## config.mk

```make
export PLATFORM = sky130hd
export DESIGN_NAME = pkt_capture_ctrl_flat
export DESIGN_NICKNAME = d
export VERILOG_FILES = /design/src/rtl/pkt_capture_pkg.sv /design/src/rtl/pkt_capture_ctrl_if.sv /design/src/rtl/frame_align_pipe.sv /design/src/rtl/pkt_capture_ctrl.sv /design/src/flat_wrapper.sv
export SDC_FILE = /design/constraint.sdc
export NUM_CORES = 1
export LEC_CHECK = 0
export BUFFER_PORTS_ARGS = -buffer_cell sky130_fd_sc_hd__buf_2
export CAP_MARGIN = 20
export CORE_ASPECT_RATIO = 0.9
export CORE_UTILIZATION = 59
export DETAILED_ROUTE_END_ITERATION = 6
export PLACE_DENSITY = 0.88
export SLEW_MARGIN = 20
export SYNTH_ARGS = -nofsm -noshare
export SYNTH_HDL_FRONTEND = slang
export SYNTH_SLANG_ARGS = --single-unit
```

## constraint.sdc

```tcl
create_clock -name clk -period 15.1 [get_ports clk]
set_input_delay 3.775 -clock clk [delete_from_list [all_inputs] [get_ports clk]]
set_output_delay 3.775 -clock clk [all_outputs]
set_load 0.01 [all_outputs]
```

## src/rtl/pkt_capture_pkg.sv

```systemverilog
// Shared constants, state encoding and small helpers for the packet capture sequencer.
package pkt_capture_pkg;

    localparam int FRAME_W    = 64;
    localparam int SYNC_LAT   = 2;
    localparam int PKT_CNT_W  = 16;
    localparam int DROP_CNT_W = 8;

    typedef enum logic [1:0] {
        ST_IDLE  = 2'd0,
        ST_FLUSH = 2'd1,
        ST_HUNT  = 2'd2,
        ST_HOLD  = 2'd3
    } cap_state_t;

    function automatic logic [DROP_CNT_W-1:0] drop_sat_inc(input logic [DROP_CNT_W-1:0] v);
        return (v == '1) ? v : v + DROP_CNT_W'(1);
    endfunction

endpackage

```

## src/rtl/pkt_capture_ctrl_if.sv

```systemverilog
// Downstream frame handoff: valid/ready handshake carrying one captured frame.
interface pkt_capture_ctrl_if
    import pkt_capture_pkg::*;
#(
    parameter int W = FRAME_W
);
    logic [W-1:0] frame_data;
    logic         frame_valid;
    logic         frame_ready;

    modport master (output frame_data, output frame_valid, input  frame_ready);
    modport slave  (input  frame_data, input  frame_valid, output frame_ready);
endinterface

```

## src/rtl/frame_align_pipe.sv

```systemverilog
// Fixed-depth delay line that lines buffer contents and bit count up with the delayed sync flag.
module frame_align_pipe #(
    parameter int W     = 8,
    parameter int DEPTH = 2
) (
    input  logic         clk,
    input  logic         rst,
    input  logic         clr,
    input  logic [W-1:0] d,
    output logic [W-1:0] q
);

    genvar gi;
    generate
        for (gi = 0; gi < DEPTH; gi++) begin : g_stage
            logic [W-1:0] q_reg;
            if (gi == 0) begin : g_head
                always_ff @(posedge clk or posedge rst) begin
                    if (rst)      q_reg <= '0;
                    else if (clr) q_reg <= '0;
                    else          q_reg <= d;
                end
            end else begin : g_tail
                always_ff @(posedge clk or posedge rst) begin
                    if (rst)      q_reg <= '0;
                    else if (clr) q_reg <= '0;
                    else          q_reg <= g_stage[gi-1].q_reg;
                end
            end
        end
    endgenerate

    assign q = g_stage[DEPTH-1].q_reg;

endmodule

```

## src/rtl/pkt_capture_ctrl.sv

```systemverilog
// Capture sequencer for the sync-detecting shift buffer: flush, hunt, hold the frame, hand it off.
module pkt_capture_ctrl #(
    parameter int FRAME_W      = pkt_capture_pkg::FRAME_W,
    parameter int SYNC_LAT     = pkt_capture_pkg::SYNC_LAT,
    parameter int MIN_BITS     = 64,
    parameter int FLUSH_CYCLES = 2,
    parameter int TIMEOUT_CYC  = 4096
) (
    input  logic                                   clk,
    input  logic                                   rst,
    input  logic                                   arm,
    input  logic                                   abort,
    input  logic                                   cont,
    input  logic                                   bit_strobe,
    input  logic                                   sb_pkt_rec,
    input  logic [FRAME_W-1:0]                     sb_dout,
    output logic                                   sb_en,
    output logic                                   sb_rst,
    output logic                                   busy,
    output logic                                   timeout,
    output logic [pkt_capture_pkg::PKT_CNT_W-1:0]  pkt_count,
    output logic [pkt_capture_pkg::DROP_CNT_W-1:0] drop_count,
    pkt_capture_ctrl_if.master                     frm
);
    import pkt_capture_pkg::*;

    localparam int BC_W    = $clog2(MIN_BITS + 1);
    localparam int FL_W    = (FLUSH_CYCLES > 1) ? $clog2(FLUSH_CYCLES) : 1;
    localparam int TO_W    = (TIMEOUT_CYC > 1) ? $clog2(TIMEOUT_CYC) : 1;
    localparam int TO_LAST = (TIMEOUT_CYC > 0) ? TIMEOUT_CYC - 1 : 0;
    localparam bit TO_EN   = (TIMEOUT_CYC > 0);

    cap_state_t             state_reg;
    logic [BC_W-1:0]        bit_cnt_reg;
    logic [FL_W-1:0]        flush_cnt_reg;
    logic [TO_W-1:0]        hunt_cnt_reg;
    logic                   sb_rst_reg;
    logic                   frame_valid_reg;
    logic                   timeout_reg;
    logic [FRAME_W-1:0]     frame_data_reg;
    logic [PKT_CNT_W-1:0]   pkt_count_reg;
    logic [DROP_CNT_W-1:0]  drop_count_reg;

    logic                   pipe_clr;
    logic [FRAME_W+BC_W-1:0] pipe_q;
    logic [FRAME_W-1:0]     dout_dly;
    logic [BC_W-1:0]        bit_cnt_dly;
    logic                   in_hunt;
    logic                   hit;
    logic                   hunt_expire;

    // Buffer contents and strobe count travel together so a hit sees the frame that raised it.
    assign pipe_clr = (state_reg == ST_FLUSH);

    frame_align_pipe #(
        .W     (FRAME_W + BC_W),
        .DEPTH (SYNC_LAT)
    ) u_align (
        .clk (clk),
        .rst (rst),
        .clr (pipe_clr),
        .d   ({sb_dout, bit_cnt_reg}),
        .q   (pipe_q)
    );

    assign dout_dly    = pipe_q[FRAME_W+BC_W-1:BC_W];
    assign bit_cnt_dly = pipe_q[BC_W-1:0];

    assign in_hunt     = (state_reg == ST_HUNT);
    // A flag left over from the previous frame is rejected until a full frame has been shifted in.
    assign hit         = in_hunt && sb_pkt_rec && (bit_cnt_dly >= BC_W'(MIN_BITS));
    assign hunt_expire = in_hunt && TO_EN && (hunt_cnt_reg == TO_W'(TO_LAST));

    always_ff @(posedge clk or posedge rst) begin
        if (rst) begin
            state_reg       <= ST_IDLE;
            bit_cnt_reg     <= '0;
            flush_cnt_reg   <= '0;
            hunt_cnt_reg    <= '0;
            sb_rst_reg      <= 1'b0;
            frame_valid_reg <= 1'b0;
            timeout_reg     <= 1'b0;
            frame_data_reg  <= '0;
            pkt_count_reg   <= '0;
            drop_count_reg  <= '0;
        end else begin
            if (bit_strobe && ((state_reg == ST_FLUSH) || (state_reg == ST_HOLD)))
                drop_count_reg <= drop_sat_inc(drop_count_reg);

            if (abort) begin
                state_reg       <= ST_IDLE;
                frame_valid_reg <= 1'b0;
                sb_rst_reg      <= 1'b0;
            end else begin
                case (state_reg)
                    ST_IDLE: begin
                        if (arm) begin
                            state_reg      <= ST_FLUSH;
                            sb_rst_reg     <= 1'b1;
                            flush_cnt_reg  <= '0;
                            timeout_reg    <= 1'b0;
                            drop_count_reg <= '0;
                        end
                    end
                    ST_FLUSH: begin
                        bit_cnt_reg <= '0;
                        if (flush_cnt_reg == FL_W'(FLUSH_CYCLES - 1)) begin
                            state_reg    <= ST_HUNT;
                            sb_rst_reg   <= 1'b0;
                            hunt_cnt_reg <= '0;
                        end else begin
                            flush_cnt_reg <= flush_cnt_reg + FL_W'(1);
                        end
                    end
                    ST_HUNT: begin
                        hunt_cnt_reg <= hunt_cnt_reg + TO_W'(1);
                        if (bit_strobe && (bit_cnt_reg != BC_W'(MIN_BITS)))
                            bit_cnt_reg <= bit_cnt_reg + BC_W'(1);
                        if (hit) begin
                            frame_data_reg  <= dout_dly;
                            frame_valid_reg <= 1'b1;
                            state_reg       <= ST_HOLD;
                        end else if (hunt_expire) begin
                            state_reg   <= ST_IDLE;
                            timeout_reg <= 1'b1;
                        end
                    end
                    ST_HOLD: begin
                        if (frm.frame_ready) begin
                            frame_valid_reg <= 1'b0;
                            pkt_count_reg   <= pkt_count_reg + PKT_CNT_W'(1);
                            if (cont) begin
                                state_reg     <= ST_FLUSH;
                                sb_rst_reg    <= 1'b1;
                                flush_cnt_reg <= '0;
                            end else begin
                                state_reg <= ST_IDLE;
                            end
                        end
                    end
                    default: state_reg <= ST_IDLE;
                endcase
            end
        end
    end

    assign sb_en           = bit_strobe & in_hunt;
    assign sb_rst          = sb_rst_reg;
    assign busy            = (state_reg != ST_IDLE);
    assign timeout         = timeout_reg;
    assign pkt_count       = pkt_count_reg;
    assign drop_count      = drop_count_reg;
    assign frm.frame_data  = frame_data_reg;
    assign frm.frame_valid = frame_valid_reg;

endmodule

```

## src/flat_wrapper.sv

```systemverilog
// flat-port wrapper written by rule: the top's interface ports become plain ports
module pkt_capture_ctrl_flat import pkt_capture_pkg::*;
#(
    parameter int FRAME_W      = pkt_capture_pkg::FRAME_W,
    parameter int SYNC_LAT     = pkt_capture_pkg::SYNC_LAT,
    parameter int MIN_BITS     = 64,
    parameter int FLUSH_CYCLES = 2,
    parameter int TIMEOUT_CYC  = 4096
)
  (clk, rst, arm, abort, cont, bit_strobe, sb_pkt_rec, sb_dout, sb_en, sb_rst, busy, timeout, pkt_count, drop_count, frm_frame_data, frm_frame_valid, frm_frame_ready);
  pkt_capture_ctrl_if #(.W((FRAME_W))) frm_i ();
  input  logic clk;
  input  logic rst;
  input  logic arm;
  input  logic abort;
  input  logic cont;
  input  logic bit_strobe;
  input  logic sb_pkt_rec;
  input  logic [FRAME_W-1:0] sb_dout;
  output logic sb_en;
  output logic sb_rst;
  output logic busy;
  output logic timeout;
  output logic [pkt_capture_pkg::PKT_CNT_W-1:0] pkt_count;
  output logic [pkt_capture_pkg::DROP_CNT_W-1:0] drop_count;
  output wire logic [$bits(frm_i.frame_data)-1:0] frm_frame_data;
  output wire logic [$bits(frm_i.frame_valid)-1:0] frm_frame_valid;
  input wire logic [$bits(frm_i.frame_ready)-1:0] frm_frame_ready;
  assign frm_frame_data = frm_i.frame_data;
  assign frm_frame_valid = frm_i.frame_valid;
  assign frm_i.frame_ready = frm_frame_ready;
  pkt_capture_ctrl #(.FRAME_W(FRAME_W), .SYNC_LAT(SYNC_LAT), .MIN_BITS(MIN_BITS), .FLUSH_CYCLES(FLUSH_CYCLES), .TIMEOUT_CYC(TIMEOUT_CYC)) u_core (.clk(clk), .rst(rst), .arm(arm), .abort(abort), .cont(cont), .bit_strobe(bit_strobe), .sb_pkt_rec(sb_pkt_rec), .sb_dout(sb_dout), .sb_en(sb_en), .sb_rst(sb_rst), .busy(busy), .timeout(timeout), .pkt_count(pkt_count), .drop_count(drop_count), .frm(frm_i));
endmodule
```

==> flow_summary.ini, run 1 <==
[setup_path]
cp_max_fo = 11
path_cells = buf_2 > and3_1 > buf_2
required_ps = 11320
end_kind = output port
path_common_cell = buf_2
cp_top_family = buffers and inverters
arrival_ps = 4260
worst-setup-path-type = input pin to output port
path_buf_inv = 2
critPathLaunchType = input pin
slowest_stage = and3_1
cpPeakStageDelay_ps = 190

[power_and_ir_drop]
intPower_mw = 1.10
swShare_pct = 23.0
pwr-share-seq_pct = 51.1
p_sw_uw = 330
clkPwrFrac_pct = 41.2
p_leak_nw = 5.54
ir_drop_mv = 0.104
comb_power_share_pct = 7.7
power_density_nw_per_um2 = 133

[timing]
finalClockSkew_ps = 15.7
rsz0062_at_grt = false
slew_viol_final = 0
fmax_ghz = 0.124
period_needed_ps = 8030
finalSetupTns_ps = 0
min_period_over_period_pct = 53.2
worstMarginPinSlew_ps = 952
slew_headroom_pct = 36.5
final_hold_viol_count = 0
finalSetupViolCount = 0
layout_setup_ws_ps = 7070

[cts]
cts_buffers = 24
ctsHoldBuffers = 0
clk_pin_slew_ps = 60
cts-resized-gates = 0
cts_max_level = 1
postCtsSetupBuffers = 0
cts.sinks = 243
cts_tree = yes
clockBufferDepth = 3
cts-root-buf = clkbuf_16
clk_latency_ps = 510

[floorplan]
start_util_pct = 60.9
core_um2 = 14900
dieArea_um2 = 15800
io_pins = 165
num_rows = 42
fp.dieW_um = 133
die_height_um = 120

[synth]
synth_top_area_cell = dfrtp_1
ys_warn_count = 0
synth_area_um2 = 9060
synth_cells = 675
synth.cells.most_frequent = 243 x dfrtp_1, 134 x and2_1, 62 x mux2_2, 26 x nand2_1, 22 x nor2_1
synth-seq-cells = 243
ys_async_sr_fraction_pct = 100
synth_area_per_cell_um2 = 13.4
yosys-top-cells-area = dfrtp_1 67%, and2_1 9.3%, mux2_2 7.7%
synth-main-ff-cell = dfrtp_1
synth_edf_count = 0
ys_types = 49
synth_top_area_share_pct = 67.1
synth.net_count = 752
synthMostInstantiatedCell = dfrtp_1
seq_area_frac_synth_pct = 67.1

[detailed_routing]
wl_um = 17300
drc = 0
viasPerCell = 5.32
drt-pass1-iter-count = 4
wl_per_cell_um = 16.5
drtAntennaViolNets = 0
vias = 5589
drtIter0Drc = 348

[place]
hpwl_um = 10400
place.gp.congestion = 0.862
placement.io_buffers = 164
dp_slack_ps = 7070

[layout]
multi_input_area_um2 = 2790
nets = 914
syn2layout_area_growth_pct = 19.4
diodes = 0
regArea_um2 = 6080
fillCellCount = 966
drive_gt1_share_pct = 31.5

[grt]
gr-total-overflow = 0
grt_pass1_vias = 5503
grt_antenna_before_repair = 0
grt_pass1_wl_um = 28800
grt_max_degree = 166
grt_usage_pct = 23.0

[flow_run]
cap_violations = 0

[hold_path]
min_path_type = flip-flop to flip-flop

[status]
outcome = finished clean
-- cell usage in the layout (no fill, tap or decap), types with 2 or more instances in the layout --
cell         n
a311o_1      2
and4_1       4
and2_1     134
mux2_1       3
a31oi_1      5
bufinv_16    2
and3_1       7
clkbuf_8     5
a21oi_1      5
mux2i_1      4
inv_1       12
clkinv_2     3
ha_1         5
nor3b_1      2
a21o_1       2
xnor2_1     16
o21ai_0     16
nor3_1       6
nand4_1     14
o21ai_1      2
nor2_1      22
nor4_1       4
buf_2      164
o31ai_1      2
dfrtp_1    243
nand3_1     18
nand3b_1     2
nand2_1     25
clkbuf_16   24
xor2_1       4
clkbuf_1     6
clkinv_8     2
or4_1        2
o41ai_1      3
mux2_2      62
-- cell families after synthesis --
group | after synthesis | synth area share (%)
mux | 70 | 8.77
xor+xnor | 20 | 1.93
compound gates | 44 | 3.07
flops | 243 | 67.1
buf+inv | 43 | 2.21
fa+ha+maj | 5 | 0.691
simple gates | 250 | 16.2
-- layer usage --
layer | part of all wire [%] | wire length, um | vias up | track usage (%)
li1 | - | - | 2595 | -
met1 | 44 | 7640 | 2798 | 32.8
met2 | 49 | 8480 | 177 | 37.5
met3 | 5.6 | 973 | 19 | 3.89
met4 | 1.3 | 227 | 0 | 4.89
met5 | 0 | 0 | - | 0
-- cell type report --
cell class / instances / area share [%]
tap: 198 / 2.29
clock buffer: 35 / 6.40
sequential: 243 / 56.2
multi-input combinational: 389 / 25.8
timing repair buffer: 166 / 7.85
clock inverter: 6 / 0.845
inverter: 13 / 0.567
-- through the flow --
step                      hold WS, ps  std cells  instance area (um^2)  power, mW  util [%]
after floorplan                   428        675                  9060      0.815         -
after global placement            430       1008                 10000      0.846      67.2
after detailed placement          432       1008                 10000      0.853      67.2
after CTS                         437       1049                 10800       1.44      72.5
after global routing              454       1050                 10800       1.49      72.7
final                             437       1050                 10800       1.43      72.7
-- final timing paths --
check | startpoint | endpoint | slack, ps | depth (start not counted)
max in group asynchronous | rst | u_core.u_align.g_stage[0].q_reg[18] | 10210 | 3
min reg2reg | u_core.u_align.g_stage[0].q_reg[18] | u_core.u_align.q[18] | 440 | 1
min | u_core.u_align.g_stage[0].q_reg[18] | u_core.u_align.q[18] | 440 | 1
min in group asynchronous | rst | u_core.u_align.q[35] | 3390 | 2
max | bit_strobe | sb_en | 7070 | 3
max reg2reg | u_core.state_reg[0] | u_core.frm.frame_data[39] | 12300 | 4
-- power groups by stage --
| stage | logic, mW | clock network [mW] | registers (mW) |
|---|---|---|---|
| 4_1_cts | 0.113 | 0.599 | 0.733 |
| 3_5_place_dp | 0.110 | 0 | 0.743 |
| 5_1_grt | 0.126 | 0.626 | 0.739 |
| 2_1_floorplan | 0.0784 | 0 | 0.737 |
| 3_3_place_gp | 0.106 | 0 | 0.740 |
| 6_report | 0.111 | 0.591 | 0.733 |
(Power assumes the default switching activity.)
==> run 2: changes to the inputs <==
--- a/config.mk
+++ b/config.mk
@@ -8,9 +8,9 @@
 export BUFFER_PORTS_ARGS = -buffer_cell sky130_fd_sc_hd__buf_2
 export CAP_MARGIN = 20
 export CORE_ASPECT_RATIO = 0.9
-export CORE_UTILIZATION = 59
+export CORE_UTILIZATION = 55
 export DETAILED_ROUTE_END_ITERATION = 6
-export PLACE_DENSITY = 0.88
+export PLACE_DENSITY = 0.83
 export SLEW_MARGIN = 20
 export SYNTH_ARGS = -nofsm -noshare
 export SYNTH_HDL_FRONTEND = slang
==> constraint.sdc (replaced) <==
create_clock -name clk -period 8.2 [get_ports clk]
set_input_delay 2.05 -clock clk [delete_from_list [all_inputs] [get_ports clk]]
set_output_delay 2.05 -clock clk [all_outputs]
set_load 0.01 [all_outputs]
==> flow_summary.ini, run 2 (synthesized netlist as in run 1, its figures left out) <==
[layout]
nets = 917
diodes = 0
layout.cells.most_common = dfrtp_1
drive_gt1_share_pct = 32.3
fin_cells = 1064
syn2layout_area_growth_pct = 20.6
mostFrequentLayoutCells = 243 x dfrtp_1, 164 x buf_2, 134 x and2_1, 62 x mux2_2
fillCellCount = 1138

[setup_path]
worst-setup-path-type = input pin to output port
required_ps = 6150
cpPeakStageDelay_ps = 190
critPathLaunchType = input pin
end_kind = output port
path_common_cell = buf_2
r2r_start = u_core.state_reg[0]
cp_max_fo = 11
r2r_end = u_core.frm.frame_data[62]
path_cells = buf_2 > and3_1 > buf_2
slowest_stage = buf_2
rr_worst_depth = 4
arrival_ps = 2550
ff2ff_setup_slack_ps = 5460

[timing]
worstMarginPinSlew_ps = 871
holdWs_ps = 440
slew_viol_final = 0
min_period_over_period_pct = 56.0
finalSetupTns_ps = 0
layout_setup_ws_ps = 3600
slew_headroom_pct = 41.5
finalSetupViolCount = 0
finalClockSkew_ps = 7.62
period_needed_ps = 4600
fmax_ghz = 0.218
rsz0062_at_grt = false
final_hold_viol_count = 0

[place]
dp.cells = 1018
dp_slack_ps = 3610
placement.io_buffers = 164
hpwl_um = 9830
place.gp.congestion = 0.808

[grt]
grt_antenna_before_repair = 0
grt_usage_pct = 19.2
grt_max_degree = 134
grt_pass1_vias = 5056
grt_pass1_wl_um = 25600
gr-total-overflow = 0

[power_and_ir_drop]
comb_power_share_pct = 7.5
power_density_nw_per_um2 = 246
pwr-share-seq_pct = 50.2
clkPwrFrac_pct = 42.3
p_leak_nw = 5.59
p_sw_uw = 608
swShare_pct = 22.7
intPower_mw = 2.08
ir_drop_mv = 0.197

[floorplan]
die_height_um = 124
dieArea_um2 = 17000
num_rows = 44
core_um2 = 16100
fp.dieW_um = 137
io_pins = 165
start_util_pct = 56.1

[detailed_routing]
drtIter0Drc = 246
viasPerCell = 5.14
wl_um = 16000
drc = 0
drtAntennaViolNets = 0
wl_per_cell_um = 15.0
drt-pass1-iter-count = 4
vias = 5469

[cts]
clk_latency_ps = 510
cts.sinks = 243
cts-root-buf = clkbuf_16
clockBufferDepth = 3
ctsHoldBuffers = 0
cts_max_level = 1
clk_pin_slew_ps = 60
cts-resized-gates = 0
cts_buffers = 25
postCtsSetupBuffers = 0
cts_tree = yes

[status]
outcome = finished clean

[hold_path]
hp-start = u_core.u_align.g_stage[0].q_reg[20]
min_path_type = flip-flop to flip-flop
min_path_cells = 1
hold_end = u_core.u_align.q[20]

[flow_run]
cap_violations = 0
-- run 2: how the worst max path moves through the flow --
stage / start / end / cells past startpoint
2_1_floorplan: rst / u_core.bit_cnt_reg[0] / 1
3_3_place_gp: bit_strobe / sb_en / 3
3_5_place_dp: bit_strobe / sb_en / 3
4_1_cts: bit_strobe / sb_en / 3
5_1_grt: bit_strobe / sb_en / 3
6_report: bit_strobe / sb_en / 3
-- run 2: per-stage QoR --
stage | util, % | cell area [um^2] | power (mW)
2_1_floorplan | - | 9060 | 1.50
3_3_place_gp | 62.1 | 10000 | 1.56
3_5_place_dp | 62.1 | 10000 | 1.57
4_1_cts | 67.4 | 10900 | 2.72
5_1_grt | 67.7 | 10900 | 2.80
6_report | 67.7 | 10900 | 2.68
-- run 2: critical path, delay by kind of cell --
family / cells / cell delay, ps
buf+inv: 2 / 310
simple gates: 1 / 180
-- run 2: area by class of cell --
cell class	count	area, um^2	share of cell area (%)
Sequential cell	243	6080	55.7
Inverter	13	52.6	0.481
Clock inverter	10	118	1.08
Clock buffer	34	729	6.68
Timing Repair Buffer	168	888	8.14
Multi-Input combinational cell	389	2790	25.6
Tap cell	207	259	2.37
-- run 2: per-layer routing --
metal	up-vias	share of wire (%)	track usage (%)
met2	159	48	30.6
li1	2595	-	-
met5	-	0	0
met1	2689	45	27.2
met4	0	2.1	5.01
met3	26	5.8	3.83
-- run 2: power groups by stage --
stage | clock [mW] | combinational, mW | sequential (mW)
floorplan | 0 | 0.145 | 1.36
global placement | 0 | 0.197 | 1.36
detailed placement | 0 | 0.202 | 1.37
CTS | 1.16 | 0.205 | 1.35
global route | 1.21 | 0.233 | 1.36
finish | 1.14 | 0.201 | 1.35
